$ cat src/rtl/alu_pkg.sv
// Shared ALU op encodings, flag bit positions and request bundle type.
// Imported by the ALU sharing arbiter and its users.
package alu_pkg;

    localparam int XLEN = 32;

    localparam logic [2:0] ALU_ADD = 3'b000;
    localparam logic [2:0] ALU_SUB = 3'b001;
    localparam logic [2:0] ALU_AND = 3'b100;
    localparam logic [2:0] ALU_OR  = 3'b110;

    localparam logic [1:0] FLG_Z = 2'd3;
    localparam logic [1:0] FLG_N = 2'd2;
    localparam logic [1:0] FLG_C = 2'd1;
    localparam logic [1:0] FLG_V = 2'd0;

    typedef struct packed {
        logic [XLEN-1:0] a;
        logic [XLEN-1:0] b;
        logic [2:0]      cntrl;
    } alu_req_t;

    typedef enum logic {
        EMPTY = 1'b0,
        FULL  = 1'b1
    } rsp_state_e;

endpackage

$ cat src/rtl/alu_share_arbiter_if.sv
// Requester, ALU and response signals of the shared ALU arbiter.
// master = requesters/ALU/consumer side, slave = arbiter.
interface alu_share_arbiter_if #(
    parameter int WIDTH = 32,
    parameter int NREQ  = 2,
    parameter int IDW   = (NREQ > 1) ? $clog2(NREQ) : 1
);
    logic [NREQ-1:0]            req_valid;
    logic [NREQ-1:0]            req_ready;
    logic [NREQ-1:0][WIDTH-1:0] req_a;
    logic [NREQ-1:0][WIDTH-1:0] req_b;
    logic [NREQ-1:0][2:0]       req_cntrl;

    logic [WIDTH-1:0] alu_a;
    logic [WIDTH-1:0] alu_b;
    logic [2:0]       alu_cntrl;
    logic [WIDTH-1:0] alu_result;
    logic             alu_zero;
    logic             alu_negative;
    logic             alu_carry;
    logic             alu_over_flow;

    logic             rsp_valid;
    logic             rsp_ready;
    logic [IDW-1:0]   rsp_id;
    logic [WIDTH-1:0] rsp_result;
    logic [3:0]       rsp_flags;

    modport master (
        output req_valid, req_a, req_b, req_cntrl,
        output alu_result, alu_zero, alu_negative,
        output alu_carry, alu_over_flow, rsp_ready,
        input  req_ready, alu_a, alu_b, alu_cntrl,
        input  rsp_valid, rsp_id, rsp_result, rsp_flags
    );

    modport slave (
        input  req_valid, req_a, req_b, req_cntrl,
        input  alu_result, alu_zero, alu_negative,
        input  alu_carry, alu_over_flow, rsp_ready,
        output req_ready, alu_a, alu_b, alu_cntrl,
        output rsp_valid, rsp_id, rsp_result, rsp_flags
    );

endinterface

$ cat src/rtl/rr_arbiter.sv
// Round-robin arbiter: first request at or above ptr wins, wrapping.
// The pointer moves past the winner only when adv is asserted.
module rr_arbiter #(
    parameter int NREQ = 2,
    parameter int IDW  = (NREQ > 1) ? $clog2(NREQ) : 1
) (
    input  logic            clk,
    input  logic            rst,
    input  logic [NREQ-1:0] req,
    input  logic            adv,
    output logic [NREQ-1:0] grant,
    output logic [IDW-1:0]  grant_idx,
    output logic            any
);

    logic [IDW-1:0] ptr_q;
    logic [IDW-1:0] idx;

    // with no request, grant_idx rests on ptr so the ALU mux stays defined
    always_comb begin
        grant     = '0;
        grant_idx = ptr_q;
        any       = 1'b0;
        idx       = '0;
        for (int i = 0; i < NREQ; i++) begin
            idx = IDW'((int'(ptr_q) + i) % NREQ);
            if (!any && req[idx]) begin
                any        = 1'b1;
                grant[idx] = 1'b1;
                grant_idx  = idx;
            end
        end
    end

    always_ff @(posedge clk or posedge rst) begin
        if (rst) begin
            ptr_q <= '0;
        end else if (adv) begin
            ptr_q <= (grant_idx == IDW'(NREQ - 1)) ? '0 : grant_idx + 1'b1;
        end
    end

endmodule

$ cat src/rtl/alu_share_arbiter.sv
// Time-shares one ALU between NREQ requesters with round-robin grant
// and a one-entry registered result stage.
module alu_share_arbiter
    import alu_pkg::*;
#(
    parameter int WIDTH = 32,
    parameter int NREQ  = 2,
    parameter int IDW   = (NREQ > 1) ? $clog2(NREQ) : 1
) (
    input logic clk,
    input logic rst,
    alu_share_arbiter_if.slave bus
);

    logic [NREQ-1:0] grant;
    logic [IDW-1:0]  grant_idx;
    logic            any;
    logic            can_accept;
    logic            xfer;

    rsp_state_e       state_q;
    rsp_state_e       state_d;
    logic [IDW-1:0]   id_q;
    logic [WIDTH-1:0] result_q;
    logic [3:0]       flags_q;

    rr_arbiter #(
        .NREQ (NREQ),
        .IDW  (IDW)
    ) u_arb (
        .clk       (clk),
        .rst       (rst),
        .req       (bus.req_valid),
        .adv       (xfer),
        .grant     (grant),
        .grant_idx (grant_idx),
        .any       (any)
    );

    assign can_accept = !rst && (state_q == EMPTY || bus.rsp_ready);
    assign xfer       = any && can_accept;

    assign bus.req_ready = grant & {NREQ{can_accept}};
    assign bus.alu_a     = bus.req_a[grant_idx];
    assign bus.alu_b     = bus.req_b[grant_idx];
    assign bus.alu_cntrl = bus.req_cntrl[grant_idx];

    always_comb begin
        state_d = state_q;
        unique case (state_q)
            EMPTY:   if (xfer) state_d = FULL;
            FULL:    if (bus.rsp_ready && !xfer) state_d = EMPTY;
            default: state_d = EMPTY;
        endcase
    end

    always_ff @(posedge clk or posedge rst) begin
        if (rst) begin
            state_q <= EMPTY;
        end else begin
            state_q <= state_d;
        end
    end

    // a new transfer overwrites the slot even while it drains
    always_ff @(posedge clk or posedge rst) begin
        if (rst) begin
            id_q     <= '0;
            result_q <= '0;
            flags_q  <= '0;
        end else if (xfer) begin
            id_q           <= grant_idx;
            result_q       <= bus.alu_result;
            flags_q[FLG_Z] <= bus.alu_zero;
            flags_q[FLG_N] <= bus.alu_negative;
            flags_q[FLG_C] <= bus.alu_carry;
            flags_q[FLG_V] <= bus.alu_over_flow;
        end
    end

    assign bus.rsp_valid  = (state_q == FULL);
    assign bus.rsp_id     = id_q;
    assign bus.rsp_result = result_q;
    assign bus.rsp_flags  = flags_q;

endmodule

$ cat src/flat_wrapper.sv
// flat-port wrapper written by rule: the top's interface ports become plain ports
module alu_share_arbiter_flat import alu_pkg::*;
#(
    parameter int WIDTH = 32,
    parameter int NREQ  = 2,
    parameter int IDW   = (NREQ > 1) ? $clog2(NREQ) : 1
)
  (clk, rst, bus_req_valid, bus_req_a, bus_req_b, bus_req_cntrl, bus_alu_result, bus_alu_zero, bus_alu_negative, bus_alu_carry, bus_alu_over_flow, bus_rsp_ready, bus_req_ready, bus_alu_a, bus_alu_b, bus_alu_cntrl, bus_rsp_valid, bus_rsp_id, bus_rsp_result, bus_rsp_flags);
  alu_share_arbiter_if #(.WIDTH(WIDTH), .NREQ(NREQ), .IDW(IDW)) bus_i ();
  input logic clk;
  input logic rst;
  input wire logic [$bits(bus_i.req_valid)-1:0] bus_req_valid;
  input wire logic [$bits(bus_i.req_a)-1:0] bus_req_a;
  input wire logic [$bits(bus_i.req_b)-1:0] bus_req_b;
  input wire logic [$bits(bus_i.req_cntrl)-1:0] bus_req_cntrl;
  input wire logic [$bits(bus_i.alu_result)-1:0] bus_alu_result;
  input wire logic [$bits(bus_i.alu_zero)-1:0] bus_alu_zero;
  input wire logic [$bits(bus_i.alu_negative)-1:0] bus_alu_negative;
  input wire logic [$bits(bus_i.alu_carry)-1:0] bus_alu_carry;
  input wire logic [$bits(bus_i.alu_over_flow)-1:0] bus_alu_over_flow;
  input wire logic [$bits(bus_i.rsp_ready)-1:0] bus_rsp_ready;
  output wire logic [$bits(bus_i.req_ready)-1:0] bus_req_ready;
  output wire logic [$bits(bus_i.alu_a)-1:0] bus_alu_a;
  output wire logic [$bits(bus_i.alu_b)-1:0] bus_alu_b;
  output wire logic [$bits(bus_i.alu_cntrl)-1:0] bus_alu_cntrl;
  output wire logic [$bits(bus_i.rsp_valid)-1:0] bus_rsp_valid;
  output wire logic [$bits(bus_i.rsp_id)-1:0] bus_rsp_id;
  output wire logic [$bits(bus_i.rsp_result)-1:0] bus_rsp_result;
  output wire logic [$bits(bus_i.rsp_flags)-1:0] bus_rsp_flags;
  assign bus_i.req_valid = bus_req_valid;
  assign bus_i.req_a = bus_req_a;
  assign bus_i.req_b = bus_req_b;
  assign bus_i.req_cntrl = bus_req_cntrl;
  assign bus_i.alu_result = bus_alu_result;
  assign bus_i.alu_zero = bus_alu_zero;
  assign bus_i.alu_negative = bus_alu_negative;
  assign bus_i.alu_carry = bus_alu_carry;
  assign bus_i.alu_over_flow = bus_alu_over_flow;
  assign bus_i.rsp_ready = bus_rsp_ready;
  assign bus_req_ready = bus_i.req_ready;
  assign bus_alu_a = bus_i.alu_a;
  assign bus_alu_b = bus_i.alu_b;
  assign bus_alu_cntrl = bus_i.alu_cntrl;
  assign bus_rsp_valid = bus_i.rsp_valid;
  assign bus_rsp_id = bus_i.rsp_id;
  assign bus_rsp_result = bus_i.rsp_result;
  assign bus_rsp_flags = bus_i.rsp_flags;
  alu_share_arbiter #(.WIDTH(WIDTH), .NREQ(NREQ), .IDW(IDW)) u_core (.clk(clk), .rst(rst), .bus(bus_i));
endmodule
$ cat config.mk
export PLATFORM = sky130hd
export DESIGN_NAME = alu_share_arbiter_flat
export DESIGN_NICKNAME = d
export VERILOG_FILES = /design/src/rtl/alu_pkg.sv /design/src/rtl/alu_share_arbiter_if.sv /design/src/rtl/rr_arbiter.sv /design/src/rtl/alu_share_arbiter.sv /design/src/flat_wrapper.sv
export SDC_FILE = /design/constraint.sdc
export NUM_CORES = 1
export LEC_CHECK = 0
export ABC_AREA = 0
export ABC_CLOCK_PERIOD_IN_PS = 6200
export CAP_MARGIN = 20
export CORE_AREA = 4 4 107 109
export DETAILED_ROUTE_END_ITERATION = 7
export DIE_AREA = 0 0 111 113
export PLACE_DENSITY = 0.71
export SETUP_SLACK_MARGIN = 0.5
export SLEW_MARGIN = 40
export SYNTH_ARGS = -nofsm -noshare
export SYNTH_HDL_FRONTEND = slang
export SYNTH_SLANG_ARGS = --single-unit
$ cat constraint.sdc
create_clock -name clk -period 6.2 [get_ports clk]
set_input_delay 1.86 -clock clk [delete_from_list [all_inputs] [get_ports clk]]
set_output_delay 1.86 -clock clk [all_outputs]
set_load 0.02 [all_outputs]
# == Word-level counts from Yosys, hierarchy flattened ==
# Index checks and enable logic that the tools add are counted.
# classes
add_sub_neg,2
order_cmp,5
mux,23
bitwise_logic,3
reduce_logical,10
# op_table
operator,n
two-way mux 32 bit,4
two-way mux 1 bit,12
logical AND 1 bit,6
less-than comparator 1 x 2 -> 1 bit (second input constant),3
two-way mux 3 bit,2
two-way mux 2 bit,2
logical NOT 1 bit,3
adder 1 bit (second input constant),2
AND 2 bit,1
demux 1 bit (select 1 bit),2
greater-or-equal comparator 1 bit (second input constant),2
OR 2 bit,1
case mux 1 bit (2 select lines),1
logical OR 1 bit,1
inverter 1 bit,1
# word_totals
ff_bits,39
in_bits,175
out_inout_bits,107
elab_cells,48

# == Logic depth before layout (Yosys ltp) ==
# depth
depth_word,11
depth_mapped,5
mapped_depth_nobuf,3

# == Hierarchy ==
# From an unflattened synthesis, not the netlist that was laid out.
# hier_totals
cells_unflattened,174
hier_area_um2,2447.3
# by_module_without_submodules
mod,n_inst,cells_per_inst,area_each_um2,seq_area_each_um2
alu_share_arbiter,1,162,2364.8,950.9
rr_arbiter,1,12,82.6,25.0

# == Least setup slack after synthesis ==
# OpenSTA, ideal clock, no wires.
# synth_timing
kind,input-to-output
start,in bus_rsp_ready
end,out bus_req_ready[0]
t_arrival_ps,3046
required_ps,4340
slack_ps,1294
stages,2
n_path_buf,0
path_cell_list,nor2b_1 a2111oi_0
# synth_via
elab_chain_len,3
# synth_lines
item,line,text
from (decl),flat_wrapper.sv:21,input wire logic [$bits(bus_i.rsp_ready)-1:0] bus_rsp_ready;
logical OR 1 bit,alu_share_arbiter.sv:40,assign can_accept = !rst && (state_q == EMPTY || bus.rsp_ready);
logical AND 1 bit,alu_share_arbiter.sv:40,
AND 2 bit,alu_share_arbiter.sv:43,assign bus.req_ready = grant & {NREQ{can_accept}};
to (decl),flat_wrapper.sv:22,output wire logic [$bits(bus_i.req_ready)-1:0] bus_req_ready;
# Every way passes these cells.

# == Worst setup path in the final report ==
# layout_timing
start,in bus_req_valid[0]
end,out bus_alu_b[2]
# layout_via
elab_chain_len,8
elab_cells_between_ends,10
classes_between,8 x mux; 2 x reduce/logical
# layout_lines
item,line,text
from (decl),flat_wrapper.sv:12,input wire logic [$bits(bus_i.req_valid)-1:0] bus_req_valid;
two-way mux 1 bit (implied by the code) (2 in a row),rr_arbiter.sv:27,if (!any && req[idx]) begin
two-way mux 1 bit,rr_arbiter.sv:27,
logical NOT 1 bit,rr_arbiter.sv:27,
logical AND 1 bit (*),rr_arbiter.sv:27,
two-way mux 1 bit (*),rr_arbiter.sv:27,
two-way mux 32 bit (implied by the code) (*) (2 in a row),alu_share_arbiter.sv:45,assign bus.alu_b = bus.req_b[grant_idx];
to (decl),flat_wrapper.sv:24,output wire logic [$bits(bus_i.alu_b)-1:0] bus_alu_b;
# Every way passes the cells marked *; elsewhere a longest branch is shown, timed or not. The select of a mux whose other input is x is not followed.

==> results.toml <==
[global_route]
grtUsageMet3_pct = 6.36
antenna_found_initial = 0
grtUsageMet2_pct = 32.8
grt_max_degree = 40
overflow = 0
grt_usage_pct = 17.0
met1_usage_pct = 17.7
grt_pass1_vias = 2791
grt_pass1_wl_mm = 16.4
grt-busiest-layer = "met2"

[place]
dp_hpwl_mm = 9.78
placed_cells = 581
gp_congestion = 0.869
port-buffer-count = 281

[cts]
worstSkewPairLatency_ns = 0.28
cts-hold-fix-buffers = 0
root_buffer = "clkbuf_8"
cts_tree = "yes"
cts_max_path_buffers = 2
htreeDepth = 2
cts_buffers = 5
clk_pin_slew_ns = 0.07
cts.sinks = 39

[synth]
yosysSeqAreaShare_pct = 40.3
syn_nets = 341
yosys_warnings = 0
synthCells = 166
avgSynthCellArea_um2 = 14.6
synth.distinct_cells = 16
syn-cell-area_mm2 = 0.00242
ys_seq_elements = 39

[floorplan]
die_y_um = 113
die-area_mm2 = 0.0125
ioPinCount = 282
start_util_pct = 22.8
die_w_um = 111
core.rowCount = 38
core_area_mm2 = 0.0106

[min_path]
whs_path_depth = 1
min_from = "u_core.bus.rsp_result[6]"
hold_path_class = "reg -> reg"

[worst_setup_path]
critPathRequiredTime_ns = 4.34
path_max_fanout = 12
crit_path_start_kind = "primary input"
rr_worst_depth = 4
crit_type = "in -> out"
crit_path_end_kind = "output port"
crit_arrival_ns = 3.76
cp-startpoint = "bus_req_valid[0]"
reg2reg_from = "u_core.bus.rsp_valid"

[power]
ir_drop_v = 0.000158
p_leak_nw = 2.35
power_density_mw_per_mm2 = 209

[sta]
skew_ns = 0.00558
rsz0062_at_grt = "false"
worst_pin_slew_ns = 0.533
fmax_mhz = 178
setup_violations = 0
maxSlewHeadroom_pct = 64.0
period_share_pct = 90.6
finalMaxSlewViolations = 0
period_needed_ns = 5.62
finalHoldViolations = 0
setup-tns-final_ns = 0

[cells_and_area]
final_util_pct = 51.5
nNetsFinal = 624
layout_common_cells = "clkdlybuf4s50_1 (219), mux2_2 (73), dlygate4sd2_1 (55)"
fin_cells = 589
final_layout_size_suffix_gt1_share_pct = 26.7
final_common_cell = "clkdlybuf4s50_1"
area_delta_synth_final_pct = 126
fillers = 955
n_antenna_cell = 0

[drt]
via_count = 2480
firstDrtPassIters = 4
drt_iter0_drc = 73
routedWlPerCell_um = 19.1
via_per_inst = 4.21
routed_wirelength_mm = 11.2
drc_errors = 0
ant_nets = 0

[job]
max_cap_violations = 0

[status]
status = "finished, final reports clean"
[report_power, final]
group	internal (mW)	switching [mW]	total, mW
registers	0.300	0.0234	0.324
logic	0.351	0.265	0.616
clock network	0.118	0.0865	0.204
total	0.769	0.375	1.14
[final cells by class]
| cell class | instances | area, µm² | share of cell area [%] |
|---|---|---|---|
| clock buffers | 5 | 68.8 | 1.26 |
| flip-flops and latches | 39 | 976 | 17.9 |
| inverters | 3 | 11.3 | 0.206 |
| multi-input cells | 113 | 1360 | 24.9 |
| repair buffers | 287 | 2830 | 51.9 |
| well taps | 140 | 175 | 3.21 |
| clock inverters | 2 | 37.5 | 0.687 |
[per-stage QoR]
step	hold slack [ns]	cell area [µm²]	total power, mW	worst slack (ns)
floorplan	0.528	2420	0.639	1.29
CTS	0.513	5440	1.16	0.412
detailed placement	0.495	5400	0.984	0.323
global route	0.537	5460	1.21	0.537
finish	0.508	5460	1.14	0.584
global placement	0.491	5400	0.977	0.362
[metal layers]
| layer | share of wire [%] | up-vias | wire length [µm] |
|---|---|---|---|
| li1 | - | 1163 | - |
| met1 | 36 | 1164 | 4040 |
| met2 | 54 | 145 | 6040 |
| met3 | 9.4 | 8 | 1060 |
| met4 | 0.81 | 0 | 91 |
| met5 | 0 | - | 0 |
[worst paths after layout]
check | slack (ns) | endpoint
min | 0.51 | u_core.bus.rsp_result[6]
max in group asynchronous | 3.69 | u_core.bus.rsp_result[28]
min reg2reg | 0.51 | u_core.bus.rsp_result[6]
max reg2reg | 4.52 | u_core.bus.rsp_result[0]
max | 0.58 | bus_alu_b[2]
min in group asynchronous | 2.16 | u_core.u_arb.ptr_q
[logic make-up after synthesis]
kind of cell    synth area share, %
buf+inv                        3.88
compound gates                 1.09
fa+ha+maj                     0.465
simple gates                   1.71
mux                            52.6
flops                          40.3
[state kept, by name (all words and copies together) (netlist names)]
name,flops
u_core.u_arb.ptr_q,1
u_core.bus.rsp_valid,1
u_core.bus.rsp_id,1
u_core.bus.rsp_result,32
u_core.bus.rsp_flags,4
[critical path, stage by stage]
cell and delay (ns):
clkdlybuf4s50_1 0.50, inv_1 0.07, maj3_4 0.43, mux2_2 0.27
clkdlybuf4s50_1 0.61
[cells in the mapped netlist (all sizes together)]
library cell / instances / area share, %
a2111oi: 1 / 0.36
buf: 11 / 3.4
dfrtp: 39 / 40
inv: 3 / 0.47
maj3: 1 / 0.47
mux2: 103 / 53
nor2: 1 / 0.15
nor2b: 2 / 0.52
nor3: 1 / 0.41
nor4b: 1 / 0.36
o21ba: 1 / 0.41
o21bai: 1 / 0.31
or2: 1 / 0.26
[repair_timing]
action | in CTS | in global routing
gates resized for setup | 55 | 7
buffers inserted | 1 | 0
endpoints found under the setup margin | 56 | 7
pin swaps | 1 | 0
Note: power is estimated with default switching activity, not from simulation.
